**src/rtl/bus_pkg.sv**
```systemverilog
// Shared bus widths and the arbiter state encoding for the memory-slave bus.
package bus_pkg;
  localparam int ADDR_WIDTH = 32;
  localparam int DATA_WIDTH = 32;

  typedef enum logic [1:0] {
    IDLE,
    ISSUE,
    WAIT,
    RESP
  } arb_state_e;
endpackage

```
**src/rtl/rr_picker.sv**
```systemverilog
// Combinational round-robin select: first requester after the last winner, wrapping at N.
module rr_picker #(
  parameter int N     = 2,
  parameter int IDX_W = (N > 1) ? $clog2(N) : 1
) (
  input  logic [N-1:0]     req,
  input  logic [IDX_W-1:0] last,
  output logic [N-1:0]     gnt,
  output logic [IDX_W-1:0] idx
);

  always_comb begin
    logic             found;
    logic [IDX_W-1:0] cand;
    gnt   = '0;
    idx   = '0;
    found = 1'b0;
    cand  = '0;
    // i runs 1..N so the previous winner is considered last
    for (int i = 1; i <= N; i++) begin
      cand = IDX_W'((int'(last) + i) % N);
      if (!found && req[cand]) begin
        found     = 1'b1;
        gnt[cand] = 1'b1;
        idx       = cand;
      end
    end
  end

endmodule

```
**src/rtl/mem_arbiter.sv**
```systemverilog
// Round-robin arbiter sharing one memory slave between NUM_MASTERS masters;
// each transfer runs IDLE -> ISSUE -> WAIT -> RESP with a watchdog on WAIT.
module mem_arbiter
  import bus_pkg::*;
#(
  parameter int NUM_MASTERS = 2,
  parameter int TIMEOUT     = 16
) (
  input  logic                                   clk_i,
  input  logic                                   rst_i,
  input  logic [NUM_MASTERS-1:0]                 m_valid_i,
  input  logic [NUM_MASTERS-1:0][ADDR_WIDTH-1:0] m_addr_i,
  input  logic [NUM_MASTERS-1:0][DATA_WIDTH-1:0] m_wdata_i,
  input  logic [NUM_MASTERS-1:0]                 m_we_i,
  input  logic [NUM_MASTERS-1:0]                 m_split_i,
  output logic [NUM_MASTERS-1:0]                 m_gnt_o,
  output logic [NUM_MASTERS-1:0]                 m_ready_o,
  output logic [NUM_MASTERS-1:0]                 m_err_o,
  output logic [DATA_WIDTH-1:0]                  m_rdata_o,
  output logic                                   s_valid_o,
  output logic [ADDR_WIDTH-1:0]                  s_addr_o,
  output logic [DATA_WIDTH-1:0]                  s_wdata_o,
  output logic                                   s_we_o,
  output logic                                   s_split_start_o,
  input  logic                                   s_ready_i,
  input  logic [DATA_WIDTH-1:0]                  s_rdata_i,
  input  logic                                   s_err_i,
  input  logic                                   s_split_ready_i
);

  localparam int IDX_W = (NUM_MASTERS > 1) ? $clog2(NUM_MASTERS) : 1;
  localparam int CNT_W = $clog2(TIMEOUT + 1);

  arb_state_e             state_q;
  logic [IDX_W-1:0]       rr_last_q;
  logic [IDX_W-1:0]       owner_q;
  logic [CNT_W-1:0]       wait_cnt_q;
  logic [CNT_W-1:0]       wait_cnt_nx;
  logic [NUM_MASTERS-1:0] pick_gnt;
  logic [IDX_W-1:0]       pick_idx;
  logic [NUM_MASTERS-1:0] owner_oh;
  logic                   slave_done;

  rr_picker #(
    .N     (NUM_MASTERS),
    .IDX_W (IDX_W)
  ) u_rr_picker (
    .req  (m_valid_i),
    .last (rr_last_q),
    .gnt  (pick_gnt),
    .idx  (pick_idx)
  );

  // The first WAIT cycle counts as 1, so a silent slave is answered TIMEOUT cycles after gnt.
  assign wait_cnt_nx = wait_cnt_q + 1'b1;
  assign owner_oh    = {{(NUM_MASTERS-1){1'b0}}, 1'b1} << owner_q;
  assign slave_done  = s_ready_i | s_split_ready_i;

  always_ff @(posedge clk_i or posedge rst_i) begin
    if (rst_i) begin
      state_q         <= IDLE;
      rr_last_q       <= IDX_W'(NUM_MASTERS - 1);
      owner_q         <= '0;
      wait_cnt_q      <= '0;
      m_gnt_o         <= '0;
      m_ready_o       <= '0;
      m_err_o         <= '0;
      m_rdata_o       <= '0;
      s_valid_o       <= 1'b0;
      s_addr_o        <= '0;
      s_wdata_o       <= '0;
      s_we_o          <= 1'b0;
      s_split_start_o <= 1'b0;
    end else begin
      s_valid_o       <= 1'b0;
      s_split_start_o <= 1'b0;
      m_gnt_o         <= '0;
      m_ready_o       <= '0;
      m_err_o         <= '0;
      case (state_q)
        IDLE: begin
          if (|m_valid_i) begin
            owner_q         <= pick_idx;
            rr_last_q       <= pick_idx;
            s_addr_o        <= m_addr_i[pick_idx];
            s_wdata_o       <= m_wdata_i[pick_idx];
            s_we_o          <= m_we_i[pick_idx];
            s_split_start_o <= m_split_i[pick_idx] & ~m_we_i[pick_idx];
            s_valid_o       <= 1'b1;
            m_gnt_o         <= pick_gnt;
            state_q         <= ISSUE;
          end
        end
        ISSUE: begin
          wait_cnt_q <= '0;
          state_q    <= WAIT;
        end
        WAIT: begin
          if (slave_done) begin
            m_rdata_o <= s_rdata_i;
            m_err_o   <= {NUM_MASTERS{s_err_i}} & owner_oh;
            m_ready_o <= owner_oh;
            state_q   <= RESP;
          end else if (wait_cnt_nx == CNT_W'(TIMEOUT - 1)) begin
            m_rdata_o <= '0;
            m_err_o   <= owner_oh;
            m_ready_o <= owner_oh;
            state_q   <= RESP;
          end else begin
            wait_cnt_q <= wait_cnt_nx;
          end
        end
        RESP: begin
          state_q <= IDLE;
        end
        default: begin
          state_q <= IDLE;
        end
      endcase
    end
  end

endmodule
```
**config.mk**
```make
export PLATFORM = sky130hd
export DESIGN_NAME = mem_arbiter
export DESIGN_NICKNAME = d
export VERILOG_FILES = /design/src/rtl/bus_pkg.sv /design/src/rtl/rr_picker.sv /design/src/rtl/mem_arbiter.sv
export SDC_FILE = /design/constraint.sdc
export NUM_CORES = 1
export LEC_CHECK = 0
export ABC_AREA = 1
export BUFFER_PORTS_ARGS = -buffer_cell sky130_fd_sc_hd__clkbuf_2
export CAP_MARGIN = 20
export CORE_ASPECT_RATIO = 1.75
export CORE_MARGIN = 4
export CORE_UTILIZATION = 45
export DETAILED_ROUTE_END_ITERATION = 8
export MAX_ROUTING_LAYER = met4
export PLACE_DENSITY = 0.87
export SLEW_MARGIN = 20
export SYNTH_ARGS = -nofsm -noshare
export SYNTH_HDL_FRONTEND = slang
export SYNTH_SLANG_ARGS = --single-unit
```
**constraint.sdc**
```tcl
create_clock -name clk_i -period 3.8 [get_ports clk_i]
set_clock_uncertainty 0.1 [all_clocks]
set_input_delay 0.38 -clock clk_i [delete_from_list [all_inputs] [get_ports clk_i]]
set_output_delay 0.38 -clock clk_i [all_outputs]
set_load 0.01 [all_outputs]
```
== After elaboration in Yosys (flattened, before gate mapping) ==
Cells that the tools add are included.
W data, S select, Z words.

* Eq/ne operators: 8
* Bitwise logic cells: 5
* Order comparisons: 5
* Reductions and logical operators: 12
* Mux-type cells: 41
* Add/subtract/negate cells: 3
* Shifts and indexed selects: 1

{| class="wikitable"
|+ Operators with widths
! kind !! count
|-
| $mux W32 || 6
|-
| $mux W2 || 12
|-
| $mux W1 || 17
|-
| $mux W5 || 2
|-
| $pmux W5 S2 || 1
|-
| $pmux W2 S4 || 1
|-
| $lt A1 B2 Y1 const B || 3
|-
| $ne A2 B2 Y1 const B || 3
|-
| $reduce_and A2 Y1 || 3
|-
| $add A5 B1 Y5 const B || 1
|-
| $eq A5 B4 Y1 const B || 1
|-
| $eq A2 B2 Y1 const B || 2
|-
| $reduce_bool A2 Y1 || 2
|-
| $logic_and A1 B1 Y1 || 3
|-
| $ne A3 B3 Y1 const B || 1
|-
| $reduce_and A3 Y1 || 1
|-
| $add A1 B1 Y1 const B || 2
|-
| $and A2 B2 Y2 || 1
|-
| $demux W1 S1 || 2
|-
| $eq A2 B1 Y1 const B || 1
|-
| $ge A1 B1 Y1 const B || 2
|-
| $logic_not A2 Y1 || 1
|-
| $or A2 B2 Y2 || 1
|-
| $reduce_or A2 Y1 || 1
|-
| 5 further kinds || 5
|}

* Flip-flop bits (word level): 114
* Output and inout bits: 105
* Word-level logic and storage cells: 88
* Input port bits: 171

== Longest topological paths before layout ==
* Depth in word-level cells: 13
* Depth in mapped cells: 11
* Mapped depth without buffers: 10

== By module ==
From an unflattened synthesis, not the netlist that was laid out.

* Cells, all modules: 595
* Area total of the unflattened synthesis: 4,987.3 µm²

{| class="wikitable"
|+ By module, submodules not included
! module !! seq. area each (µm²) !! cells each !! times used !! area an instance (µm²)
|-
| mem_arbiter || 2,854.0 || 589 || 1 || 4,962.3
|-
| rr_picker || 0.0 || 6 || 1 || 25.0
|}

== Worst setup path after synthesis ==
No wires, ideal clock.

* Path kind: flip-flop to flip-flop
* Start point: register state_q[0]
* End point: register s_addr_o[0]
* Clock period less this slack: 1,620 ps
* Buffers on the path: 2
* Cell stages (with the launch flop): 10
* Arrival: 1,397 ps
* Data required time: 3,576 ps
* Library setup time: 124 ps
* Slack: 2,180 ps
* Cells stage by stage: dfrtp_1 -> inv_1 -> ha_1 -> inv_2 -> nor2_2 -> inv_2 -> buf_2 -> buf_2 -> a21oi_1 -> a21oi_1

* Word-level cells in the longest chain between the ends: 2

{| class="wikitable"
|+ RTL lines
! element !! line !! source
|-
| from (decl) || mem_arbiter.sv:34 || <nowiki>arb_state_e state_q;</nowiki>
|-
| from (signal assigned) || mem_arbiter.sv:61 || <nowiki>state_q <= IDLE;</nowiki>
|-
| from (signal assigned) || mem_arbiter.sv:91 || <nowiki>state_q <= ISSUE;</nowiki>
|-
| from (signal assigned) || mem_arbiter.sv:96 || <nowiki>state_q <= WAIT;</nowiki>
|-
| $logic_not A2 Y1 || mem_arbiter.sv:80 || <nowiki>case (state_q)</nowiki>
|-
| $reduce_and A2 Y1 (no line) || - ||
|-
| to (signal assigned) || mem_arbiter.sv:85 || <nowiki>s_addr_o <= m_addr_i[pick_idx];</nowiki>
|-
| to (decl) || mem_arbiter.sv:21 || <nowiki>output logic [ADDR_WIDTH-1:0] s_addr_o,</nowiki>
|}

No other way between the ends.
A chain may end at the register's enable or synchronous reset.

== Worst setup path in the final report ==
* Start point: register state_q[1]
* End point: register s_addr_o[23]

Same word-level chain as after synthesis.

==> run summary <==
Max-slew violations: 0
Peak supply drop: 0.591 mV
Antenna diodes: 0
Final Util: 0.661
Critical path launch point type: register
DRT iter0 DRCs: 241
RSZ-0062 raised after global routing: false
# IOs: 276
Netlist cell types: 24
Multi-input gate area: 0.00178 mm2
Initial Util: 0.463
Sequential share of the synthesized area: 0.573
Rel. slew slack: 0.383
Die area: 0.0129 mm2
CTS tree: built
Worst hold path depth: 3
Max_cap viols: 0
Synthesized area: 0.00498 mm2
Fin Hold WS: 0.0967 ns
CP max FO: 65
Commonest cells in the netlist: a21oi_1 (128), nand2_1 (127), dfrtp_1 (113)
Clock tree buffer depth: 2
Placer Congestion: 0.826
Register area: 0.00285 mm2
Worst slew pin tran: 0.925 ns
Die X: 87.6 um
CTS Buf Count: 17
Top cell type's share of synthesized area: 0.567
Final setup TNS: 0 ns
Post-synth net total: 767
Die Y: 147 um
Setup crit start: state_q[1]$_DFFE_PP0P_
HP Start: m_addr_i[21]
CP Capture Type: register
Root Buffer: clkbuf_16
Synth top area cells: dfrtp_1 (57%), a21oi_1 (13%), nand2_1 (9.6%)
Congestion Overflow GR: 0
Worst Hold End: s_addr_o[21]$_DFFE_PP0P_
Placed Cells: 967
Final wirelength: 14.8 mm
LEAKAGE: 3.90 nW
Cell with the most instances after synthesis: a21oi_1
Tmin final: 2.29 ns
Fin nets: 1034
Fmax achieved: 0.437 GHz
Port bufs: 275
Post-DR wirelength/cell: 14.8 um
# fillers: 904
Worst r2r src: state_q[1]$_DFFE_PP0P_
Number of flops mapped to enable cells by yosys: 0
R2R cell count: 7
Final period utilization: 0.602
Post-Syn Instances: 591
DR pass1 iterations: 6
Status: finished, final reports clean
Worst Path Arrival: 2.46 ns
Final non-filler cell total: 999
Worst Hold Class: input port to register
Post-synthesis async set-or-reset flop share: 1.00
Post-CTS setup buffers: 0
Clk sinks: 114
Vias: 5002
Setup CP Type: register to register
Worst-path clk slew: 0.06 ns
Initial antenna violation count: 0
Warnings from Yosys: 0
Largest net degree at the start of global routing: 80
Setup slack, reg-to-reg: 1.51 ns
CTS-repair resized insts: 0
Residual DRC: 0
Layout cells sized above 1: 0.373
Clock insertion delay at the later pin of the skew report: 0.40 ns
Primary FF master, synth: dfrtp_1
First-pass GRT wire length: 23.1 mm
Vias in the first global route: 5025
Placed wire-length estimate: 10.6 mm
Tot GR Track Use: 0.236
Pwr/cell area: 868 mW/mm2
Post-Syn Area per Cell: 8.43 um2
Antenna Nets Post-Route: 0
Hold_buf cts: 0
Vias per cell: 5.01
#FFs+latches synth: 114
Row Count: 50
H-Tree Depth: 4
Area delta synth->final: 42.7%
Cell taking the most area after synthesis: dfrtp_1
Setup violations, final: 0
Core footprint: 0.0108 mm2
Final Hold Fails: 0
Worst R2R End: s_addr_o[23]$_DFFE_PP0P_
Critical path required time: 3.97 ns
flip-flops by register name, summed over array words and instances (netlist names):
name	flops
s_we_o	1
m_err_o	2
s_addr_o	32
s_wdata_o	32
m_gnt_o	2
wait_cnt_q	5
s_split_start_o	1
rr_last_q	1
owner_q	1
s_valid_o	1
m_rdata_o	32
m_ready_o	2
state_q	2
cell usage in the layout (no fill, tap or decap), drive strengths merged, types with 2 or more instances in the layout:
master / n
buf: 6
nor3: 2
clkinvlp: 2
nor2: 74
nand3: 10
dfrtp: 113
clkbuf: 297
nand4: 2
clkinv: 3
o21ai: 36
a21oi: 128
inv: 50
ha: 5
bufinv: 5
nand2: 131
cells by family after synthesis:
logic type | synth area share
AND/OR/NAND/NOR | 0.175
buffers and inverters | 0.0723
adder cells (fa/ha/maj) | 0.0126
AO/OA/AOI/OAI | 0.167
flip-flops | 0.573
worst max-delay path, cell delays in order, from the launching register on:
cell and delay [ns]:
dfrtp_1 0.39, inv_1 0.09, ha_1 0.18, inv_2 0.07, nor2_4 0.12, clkinv_2 0.66, a21oi_1 0.38, a21oi_1 0.12
cell type report:
class                   count  share of cell area
clock buffers              22              0.0695
clock inverters             8              0.0244
inverters                  52              0.0281
multi-input cells         391               0.250
flip-flops and latches    114               0.401
well taps                 130              0.0229
repair buffers            282               0.204
layer usage:
layer | up-vias | part of all wire | track usage
li1 | 2430 | - | -
met1 | 2310 | 0.37 | 0.257
met2 | 237 | 0.52 | 0.403
met3 | 25 | 0.087 | 0.0662
met4 | 0 | 0.020 | 0.0814
met5 | - | 0 | -
through the flow:
stage                     instance area, um2  total power, W  setup WS, ns
after floorplan                         4980         0.00348         0.306
after global placement                  6410         0.00433          1.70
after detailed placement                6410         0.00442          1.67
after CTS                               7070         0.00623          1.63
after global routing                    7110         0.00662          1.21
final                                   7110         0.00618          1.51
how the worst max path moves through the flow:
stage / end / slack [ns] / cells past startpoint
final: s_addr_o[23]$_DFFE_PP0P_ / 1.51 / 7
after detailed placement: s_split_start_o$_DFF_PP0_ / 1.67 / 7
after global routing: s_addr_o[5]$_DFFE_PP0P_ / 1.21 / 7
after global placement: s_split_start_o$_DFF_PP0_ / 1.70 / 7
after floorplan: m_err_o[0]$_DFF_PP0_ / 0.31 / 1
after CTS: s_addr_o[11]$_DFFE_PP0P_ / 1.63 / 7
report_power, final:
part / internal (W) / total, W / switching [W] / leakage, nW
Clock: 0.00124 / 0.00179 / 0.000542 / 0.321
Sequential: 0.00180 / 0.00211 / 0.000311 / 1.35
Combinational: 0.000868 / 0.00228 / 0.00141 / 2.24
Total: 0.00391 / 0.00618 / 0.00227 / 3.90
Note: power is estimated with default switching activity, not from simulation.
